`src/rtl/tmds_encoder_pipe.sv`:
```
`default_nettype none
// +--------------------------------------------------------------------------+
// | tmds_encoder_pipe : 2-stage DVI/TMDS 8b/10b encoder, NUM_CH lanes,       |
// | per-lane running disparity. Macro TMDS_GUARD_BAND_EN adds guard bands.   |
// | Revision 1.0                                                             |
// +--------------------------------------------------------------------------+
module tmds_encoder_pipe #(
  parameter int NUM_CH = 3,
  parameter int CNT_W  = 5
) (
  input  logic                      pix_clk,
  input  logic                      rst,
  input  logic                      ce,
  input  logic                      de,
  input  logic [8*NUM_CH-1:0]       data,
  input  logic [2*NUM_CH-1:0]       ctrl,
  input  logic                      gb,
  output logic [10*NUM_CH-1:0]      tmds,
  output logic                      valid,
  output logic [CNT_W*NUM_CH-1:0]   cnt_dbg
);

  localparam logic [9:0]       c_ctrl00 = 10'b1101010100;
  localparam logic [9:0]       c_ctrl01 = 10'b0010101011;
  localparam logic [9:0]       c_ctrl10 = 10'b0101010100;
  localparam logic [9:0]       c_ctrl11 = 10'b1010101011;
  localparam logic [CNT_W-1:0] c_zero   = '0;
  localparam logic [CNT_W-1:0] c_two    = CNT_W'(2);
  localparam logic [CNT_W-1:0] c_eight  = CNT_W'(8);

  function automatic logic [3:0] f_ones(input logic [7:0] v);
    logic [3:0] n;
    n = 4'd0;
    for (int k = 0; k < 8; k++) n = n + {3'b000, v[k]};
    return n;
  endfunction

  // Transition-minimising stage: XOR or XNOR chain, bit 8 records which.
  function automatic logic [8:0] f_qm(input logic [7:0] d);
    logic [8:0] q;
    logic [3:0] n1;
    logic       x;
    n1   = f_ones(d);
    x    = (n1 > 4'd4) || ((n1 == 4'd4) && !d[0]);
    q    = '0;
    q[0] = d[0];
    for (int k = 1; k < 8; k++) q[k] = x ? ~(q[k-1] ^ d[k]) : (q[k-1] ^ d[k]);
    q[8] = ~x;
    return q;
  endfunction

  logic r_de1;
  logic r_vld1;
  logic r_valid;

`ifdef TMDS_GUARD_BAND_EN
  logic r_gb1;
  always_ff @(posedge pix_clk) begin
    if (rst) begin
      r_gb1 <= 1'b0;
    end else if (ce) begin
      r_gb1 <= gb;
    end
  end
`else
  logic w_unused_gb;
  assign w_unused_gb = gb;
`endif

  always_ff @(posedge pix_clk) begin
    if (rst) begin
      r_de1   <= 1'b0;
      r_vld1  <= 1'b0;
      r_valid <= 1'b0;
    end else if (ce) begin
      r_de1   <= de;
      r_vld1  <= 1'b1;
      r_valid <= r_vld1;
    end
  end

  assign valid = r_valid;

  for (genvar i = 0; i < NUM_CH; i++) begin : g_lane
    logic [8:0]       r_qm;
    logic [1:0]       r_ctrl;
    logic [9:0]       r_tmds;
    logic [CNT_W-1:0] r_cnt;
    logic [3:0]       w_n1q;
    logic [CNT_W-1:0] w_bal;
    logic             w_pos;
    logic             w_neg;
    logic [9:0]       w_tmds_nxt;
    logic [CNT_W-1:0] w_cnt_nxt;

`ifdef TMDS_GUARD_BAND_EN
    localparam logic [9:0] c_gb_lane = (i == 1) ? 10'b0100110011 : 10'b1011001100;
`endif

    // w_bal is n1q - n0q, carried in the disparity width.
    assign w_n1q = f_ones(r_qm[7:0]);
    assign w_bal = CNT_W'({w_n1q, 1'b0}) - c_eight;
    assign w_pos = !r_cnt[CNT_W-1] && (r_cnt != c_zero);
    assign w_neg = r_cnt[CNT_W-1];

    always_comb begin
      w_tmds_nxt = c_ctrl00;
      w_cnt_nxt  = c_zero;
      if (r_de1) begin
        if ((r_cnt == c_zero) || (w_n1q == 4'd4)) begin
          w_tmds_nxt = {~r_qm[8], r_qm[8], (r_qm[8] ? r_qm[7:0] : ~r_qm[7:0])};
          w_cnt_nxt  = r_cnt + (r_qm[8] ? w_bal : (c_zero - w_bal));
        end else if ((w_pos && (w_n1q > 4'd4)) || (w_neg && (w_n1q < 4'd4))) begin
          w_tmds_nxt = {1'b1, r_qm[8], ~r_qm[7:0]};
          w_cnt_nxt  = r_cnt + (r_qm[8] ? c_two : c_zero) - w_bal;
        end else begin
          w_tmds_nxt = {1'b0, r_qm[8], r_qm[7:0]};
          w_cnt_nxt  = r_cnt + w_bal - (r_qm[8] ? c_zero : c_two);
        end
      end else begin
        case (r_ctrl)
          2'b00:   w_tmds_nxt = c_ctrl00;
          2'b01:   w_tmds_nxt = c_ctrl01;
          2'b10:   w_tmds_nxt = c_ctrl10;
          default: w_tmds_nxt = c_ctrl11;
        endcase
`ifdef TMDS_GUARD_BAND_EN
        if (r_gb1) w_tmds_nxt = c_gb_lane;
`endif
      end
    end

    always_ff @(posedge pix_clk) begin
      if (rst) begin
        r_qm   <= '0;
        r_ctrl <= '0;
        r_tmds <= c_ctrl00;
        r_cnt  <= c_zero;
      end else if (ce) begin
        r_qm   <= f_qm(data[8*i +: 8]);
        r_ctrl <= ctrl[2*i +: 2];
        r_tmds <= w_tmds_nxt;
        r_cnt  <= w_cnt_nxt;
      end
    end

    assign tmds[10*i +: 10]       = r_tmds;
    assign cnt_dbg[CNT_W*i +: CNT_W] = r_cnt;
  end

endmodule
`default_nettype wire

```
`config.mk`:
```
export PLATFORM = sky130hd
export DESIGN_NAME = tmds_encoder_pipe
export DESIGN_NICKNAME = d
export VERILOG_FILES = /design/src/rtl/tmds_encoder_pipe.sv
export SDC_FILE = /design/constraint.sdc
export NUM_CORES = 1
export LEC_CHECK = 0
export CORE_ASPECT_RATIO = 0.75
export CORE_MARGIN = 1
export CORE_UTILIZATION = 25
export CTS_CLUSTER_SIZE = 20
export DETAILED_ROUTE_END_ITERATION = 6
export GPL_ROUTABILITY_DRIVEN = 0
export PLACE_DENSITY = 0.41
export REMOVE_ABC_BUFFERS = 1
export SLEW_MARGIN = 20
export SYNTH_ARGS = -nofsm -noshare
export SYNTH_HDL_FRONTEND = slang
export SYNTH_SLANG_ARGS = --single-unit
export TNS_END_PERCENT = 10
```
`constraint.sdc`:
```
create_clock -name pix_clk -period 5.55 [get_ports pix_clk]
set_clock_uncertainty 0.2 [all_clocks]
set_input_delay 1.11 -clock pix_clk [delete_from_list [all_inputs] [get_ports pix_clk]]
set_output_delay 1.11 -clock pix_clk [all_outputs]
set_load 0.01 [all_outputs]
```
## Yosys cells after proc, flatten, opt, wreduce, memory -nomap -nowiden

Index checks and enable logic that the tools add are counted.
Widths: inputs -> output; s select.

- Flip-flop bits (word level): 81
- Input port bits: 35
- Output and inout bits: 46
- Logic and storage cells: 240

- Add/subtract/negate cells: 63
- Order comparisons: 9
- Eq/ne operators: 12
- Mux-type cells: 54
- Bitwise logic cells: 51
- Reductions and logical operators: 36

Operators by type and width:

| operator | number |
|---|---|
| $add 4x1->4 | 24 |
| $mux 10 | 9 |
| $pmux 10 s3 | 3 |
| $mux 5 | 12 |
| $add 5x5->5 | 6 |
| $not 1->1 | 27 |
| $add 3x1->4 | 6 |
| $eq 4x3->1 const B | 6 |
| $gt 4x3->1 const B | 6 |
| $mux 8 | 3 |
| $not 8->8 | 3 |
| $mux 1 | 21 |
| $xor 1x1->1 | 21 |
| $add 2x1->3 | 6 |
| $add 5x2->5 | 3 |
| $logic_not 5->1 | 3 |
| $reduce_bool 5->1 | 3 |
| $sub 1x5->5 const A | 3 |
| $sub 5x2->5 | 3 |
| $sub 5x4->5 const B | 3 |
| $sub 5x5->5 | 3 |
| $add 1x1->2 | 6 |
| $logic_and 1x1->1 | 12 |
| $lt 4x3->1 const B | 3 |
| other kinds (6) | 30 |

## Logic depth before layout (Yosys ltp)

- Depth after elaboration: 29
- Gate-level depth with buffers: 19
- Depth with buffers taken out: 19

## Worst setup path before layout

OpenSTA, ideal clock, no wires.

- Path kind: register -> register
- Start point: register g_lane[1].r_qm[0]
- End point: register g_lane[1].r_cnt[4]
- Setup time: 0.079 ns
- Arrival time: 4.502 ns
- Slack: 0.769 ns
- Stages on the path, launching flop included: 20
- Path buffers: 0
- Path through: dfxtp_1 -> fa_1 -> inv_1 -> fa_1 -> fa_1 -> inv_1 -> ha_1 -> inv_1 -> fa_1 -> xnor2_1 -> ha_1 -> inv_1 -> ha_1 -> a21oi_1 -> nand2_1 -> xor2_1 -> mux2i_1 -> a2111o_1 -> o32a_1 -> o211ai_1

- Cells in the longest elaborated chain, start to end: 13

RTL lines:

| element | RTL line | RTL |
|---|---|---|
| from (decl) | 85 | `logic [8:0] r_qm;` |
| from (signal assigned) | 140 | `r_qm <= f_qm(data[8*i +: 8]);` |
| $add 1x1->2 * | 34 | `for (int k = 0; k < 8; k++) n = n + {3'b000, v[k]};` |
| $add 2x1->3 * | 34 |  |
| $add 3x1->4 * | 34 |  |
| $add 4x1->4 * (4 in series) | 34 |  |
| $sub 5x4->5 (tied with other cells) | 102 | `assign w_bal = CNT_W'({w_n1q, 1'b0}) - c_eight;` |
| $add 5x5->5 (tied with other cells) | 118 | `w_cnt_nxt = r_cnt + w_bal - (r_qm[8] ? c_zero : c_two);` |
| $sub 5x2->5 (tied with other cells) | 118 |  |
| $mux 5 or $add 5x5->5 (tied branches) | 113, 112 |  |
| $mux 5 * | 110 | `if ((r_cnt == c_zero) \|\| (w_n1q == 4'd4)) begin` |
| $mux 5 * | 109 | `if (r_de1) begin` |
| to (signal assigned) | 138 | `r_cnt <= c_zero;` |
| to (signal assigned) | 143 | `r_cnt <= w_cnt_nxt;` |
| to (decl) | 88 | `logic [CNT_W-1:0] r_cnt;` |

Every way passes the cells marked *; elsewhere a longest branch is shown, timed or not.
A chain may end at the register's enable or synchronous reset.

## Worst setup path after layout

Ends and elaborated chain as after synthesis.

==> run_results.csv <==
group,metric,value,unit
floorplan,die-area,0.02702,mm2
cts,cts-resized-gates,0,
logic_synthesis,synthCells,745,
logic_synthesis,synth.most_common_cell,"inv_1",
finish,syn_to_final_growth,21.57,%
routing,antenna_left,0,
timing,hold_slack,0.2695,ns
flow_run,cap_violations,0,
power,pwr_density_cell,534.4,mW/mm2
floorplan,die_width,189.5,um
routing,routed_wl,16.53,mm
logic_synthesis,async_flop_share,0,%
cts,hold_buffers,0,
cts,postCtsSetupBuffers,0,
worst_setup_path,path_class,"reg2reg",
floorplan,die_h,142.6,um
worst_setup_path,cp_num_buf_inv,4,
power,total_power,4.281,mW
logic_synthesis,synth_top_family_by_area,"adder cells",
global_routing,antenna_found_initial,0,
cts,clk_latency,0.35,ns
worst_setup_path,slowest_delay,0.55,ns
global_routing,grt_max_degree,41,
finish,drive_above_1_share,5.630,%
routing,drt_iter0_markers,227,
logic_synthesis,synth_compound_area_share,14.36,%
timing,tightest_slew,0.7215,ns
placement,place_inst,1145,
timing,fmax,0.1962,GHz
routing,first_pass_iters,6,
floorplan,core,0.02591,mm2
placement,dp.final_hpwl,12.88,mm
cts,cts_tree,"done",
cts,clock_sinks,78,
status,violations,"design-rule violations",
logic_synthesis,synthAdderAreaFrac,26.09,%
logic_synthesis,ys_seq_area_share,23.70,%
logic_synthesis,synth-seq-cells,78,
timing,min_period,5.096,ns
timing,setup_slack,0.4539,ns
timing,setup_viol,0,
global_routing,grt_first_pass_wirelength,27.21,mm
cts,cts_root_buffer,"clkbuf_16",
cts,path_clk_slew,0.06,ns
worst_setup_path,cp.arrival,5.16,ns
status,status,"finished, violations left",
finish,diodes,0,
worst_setup_path,required,5.62,ns
placement,place_ws,0.1355,ns
logic_synthesis,synth_mux_area_share,4.785,%
worst_setup_path,cpLargestDelayFamily,"adder cells",
logic_synthesis,yosysWarnings,0,
timing,setup-tns-final,0,ns
power,vdd_drop_max,0.1717,mV
timing,post-route-period-util,91.82,%
timing,hold_viol,0,
cts,htreeDepth,3,
timing,timing.slew.headroom,51.72,%
power,p_leak,3.494,nW
timing,rsz0062_at_grt,"no",
worst_setup_path,endpoint_kind,"register",
floorplan,rows,51,
worst_setup_path,cp_slowest_cell,"fa_1",
floorplan,ioPinCount,81,
worst_hold_path,worstHoldPathType,"reg2reg",
finish,layoutNonFillerInstCount,1161,
cts,cts_made_buffers,9,
logic_synthesis,synthFlopType,"dfxtp_1",
routing,vias_per_cell,4.235,
logic_synthesis,synth-simple-area-share,9.210,%
floorplan,start_util,25.43,%
global_routing,track_usage,13.04,%
placement,numPortBuffers,76,
logic_synthesis,yosys.cell_types.count,54,
routing,vias,4917,
logic_synthesis,syn_area,0.006589,mm2
cts,clock_path_buffers,2,
worst_setup_path,cp_cell_sequence,"fa_1 > inv_1 > fa_1 > fa_1 > inv_1 > ha_1 > inv_1 > fa_1 > ha_1 > inv_1 > ha_1 > a21o_1 > a21oi_1 > xor2_1 > mux2i_1 > a2111o_1 > o32a_1 > o211ai_1",
worst_setup_path,worstSetupStartpointType,"register",
routing,route.detailed.drc,2,
logic_synthesis,post-synth-top-area-fraction,23.70,%
finish,nets,961,
timing,drv_slew,0,
logic_synthesis,syn_avg_cell_area,8.844,um2
routing,wl_per_cell,14.24,um
logic_synthesis,synth-edff-count,0,
global_routing,grt-ovfl-total,0,
logic_synthesis,yosys-top-cells-count,"113 x inv_1, 82 x nor2_1, 78 x dfxtp_1",
global_routing,grt_pass1_vias,4952,
logic_synthesis,yosys.area_share.xor_xnor,13.08,%
logic_synthesis,synth_area_leader_cell,"dfxtp_1",
worst_setup_path,crit_path_max_fanout,5,
logic_synthesis,synthTopCellsByArea,"dfxtp_1 24%, ha_1 14%, fa_1 12%",
==> layer usage <==
layer	global-route usage, %	wire [um]
met5	0	0
met4	2.929	138
met3	3.008	640
met2	18.91	6680
met1	19.25	9071
==> logic make-up after synthesis <==
| family | Yosys count |
|---|---|
| buffers and inverters | 147 |
| AND/OR/NAND/NOR | 143 |
| AO/OA/AOI/OAI | 142 |
| adder cells (fa/ha/maj) | 114 |
| XOR/XNOR | 91 |
| flip-flops | 78 |
| multiplexers | 29 |
| other | 1 |
==> sequential cells by signal, summed over array words and instances (netlist names) <==
signal	flops
g_lane.r_cnt	12
g_lane.r_tmds	30
g_lane.r_ctrl	6
r_de1	1
valid	1
r_vld1	1
g_lane.r_qm	27
==> layout make-up <==
| type | count | area, um2 |
|---|---|---|
| Timing Repair Buffer | 84 | 810.8 |
| Fill cell | 2784 | 17900 |
| Tap cell | 344 | 430.4 |
| Inverter | 117 | 439.2 |
| Multi-Input combinational cell | 522 | 4461 |
| Clock inverter | 6 | 68.82 |
| Clock buffer | 10 | 239.0 |
| Sequential cell | 78 | 1562 |
==> tightest hold or removal path, cell delays in order (launching register included) <==
cell	delay, ns
dfxtp_1	0.33
nor2_1	0.04
nor2_1	0.07
==> worst paths after layout <==
check / end / cells after the start / slack (ns) / startpoint
worst max register to register: g_lane[1].r_cnt[4] / 18 / 0.45 / g_lane[1].r_qm[0]
worst min register to register: r_vld1 / 2 / 0.27 / r_vld1
worst max-delay path: g_lane[1].r_cnt[4] / 18 / 0.45 / g_lane[1].r_qm[0]
worst min-delay path: r_vld1 / 2 / 0.27 / r_vld1
==> stage by stage <==
step	utilization, %	area [um2]
2_1_floorplan	-	6461
3_3_place_gp	29.73	7702
3_5_place_dp	29.73	7702
4_1_cts	30.92	8010
5_1_grt	30.92	8010
6_report	30.92	8010
==> placed cells by master, fill, tap and decap left out, types with 9 or more instances in the layout <==
cell type and instances:
inv_1 113, nor2_1 82, dfxtp_1 78, ha_1 75, clkdlybuf4s50_1 74, xnor2_1 68, a21oi_1 46, fa_1 39
nand2_1 30, mux2i_1 27, a211oi_1 23, xor2_1 16, o21ai_1 13, o22ai_1 12, a21o_1 11, o21ai_0 11
nor3_1 10, clkbuf_16 9
==> where the power goes <==
part           switching (mW)  total (mW)  internal, mW
Sequential             0.0905       0.725         0.635
Clock                   0.264       0.628         0.364
Combinational            1.59        2.93          1.33
Total                    1.95        4.28          2.33
No activity file was read; power rests on OpenSTA's default activity.
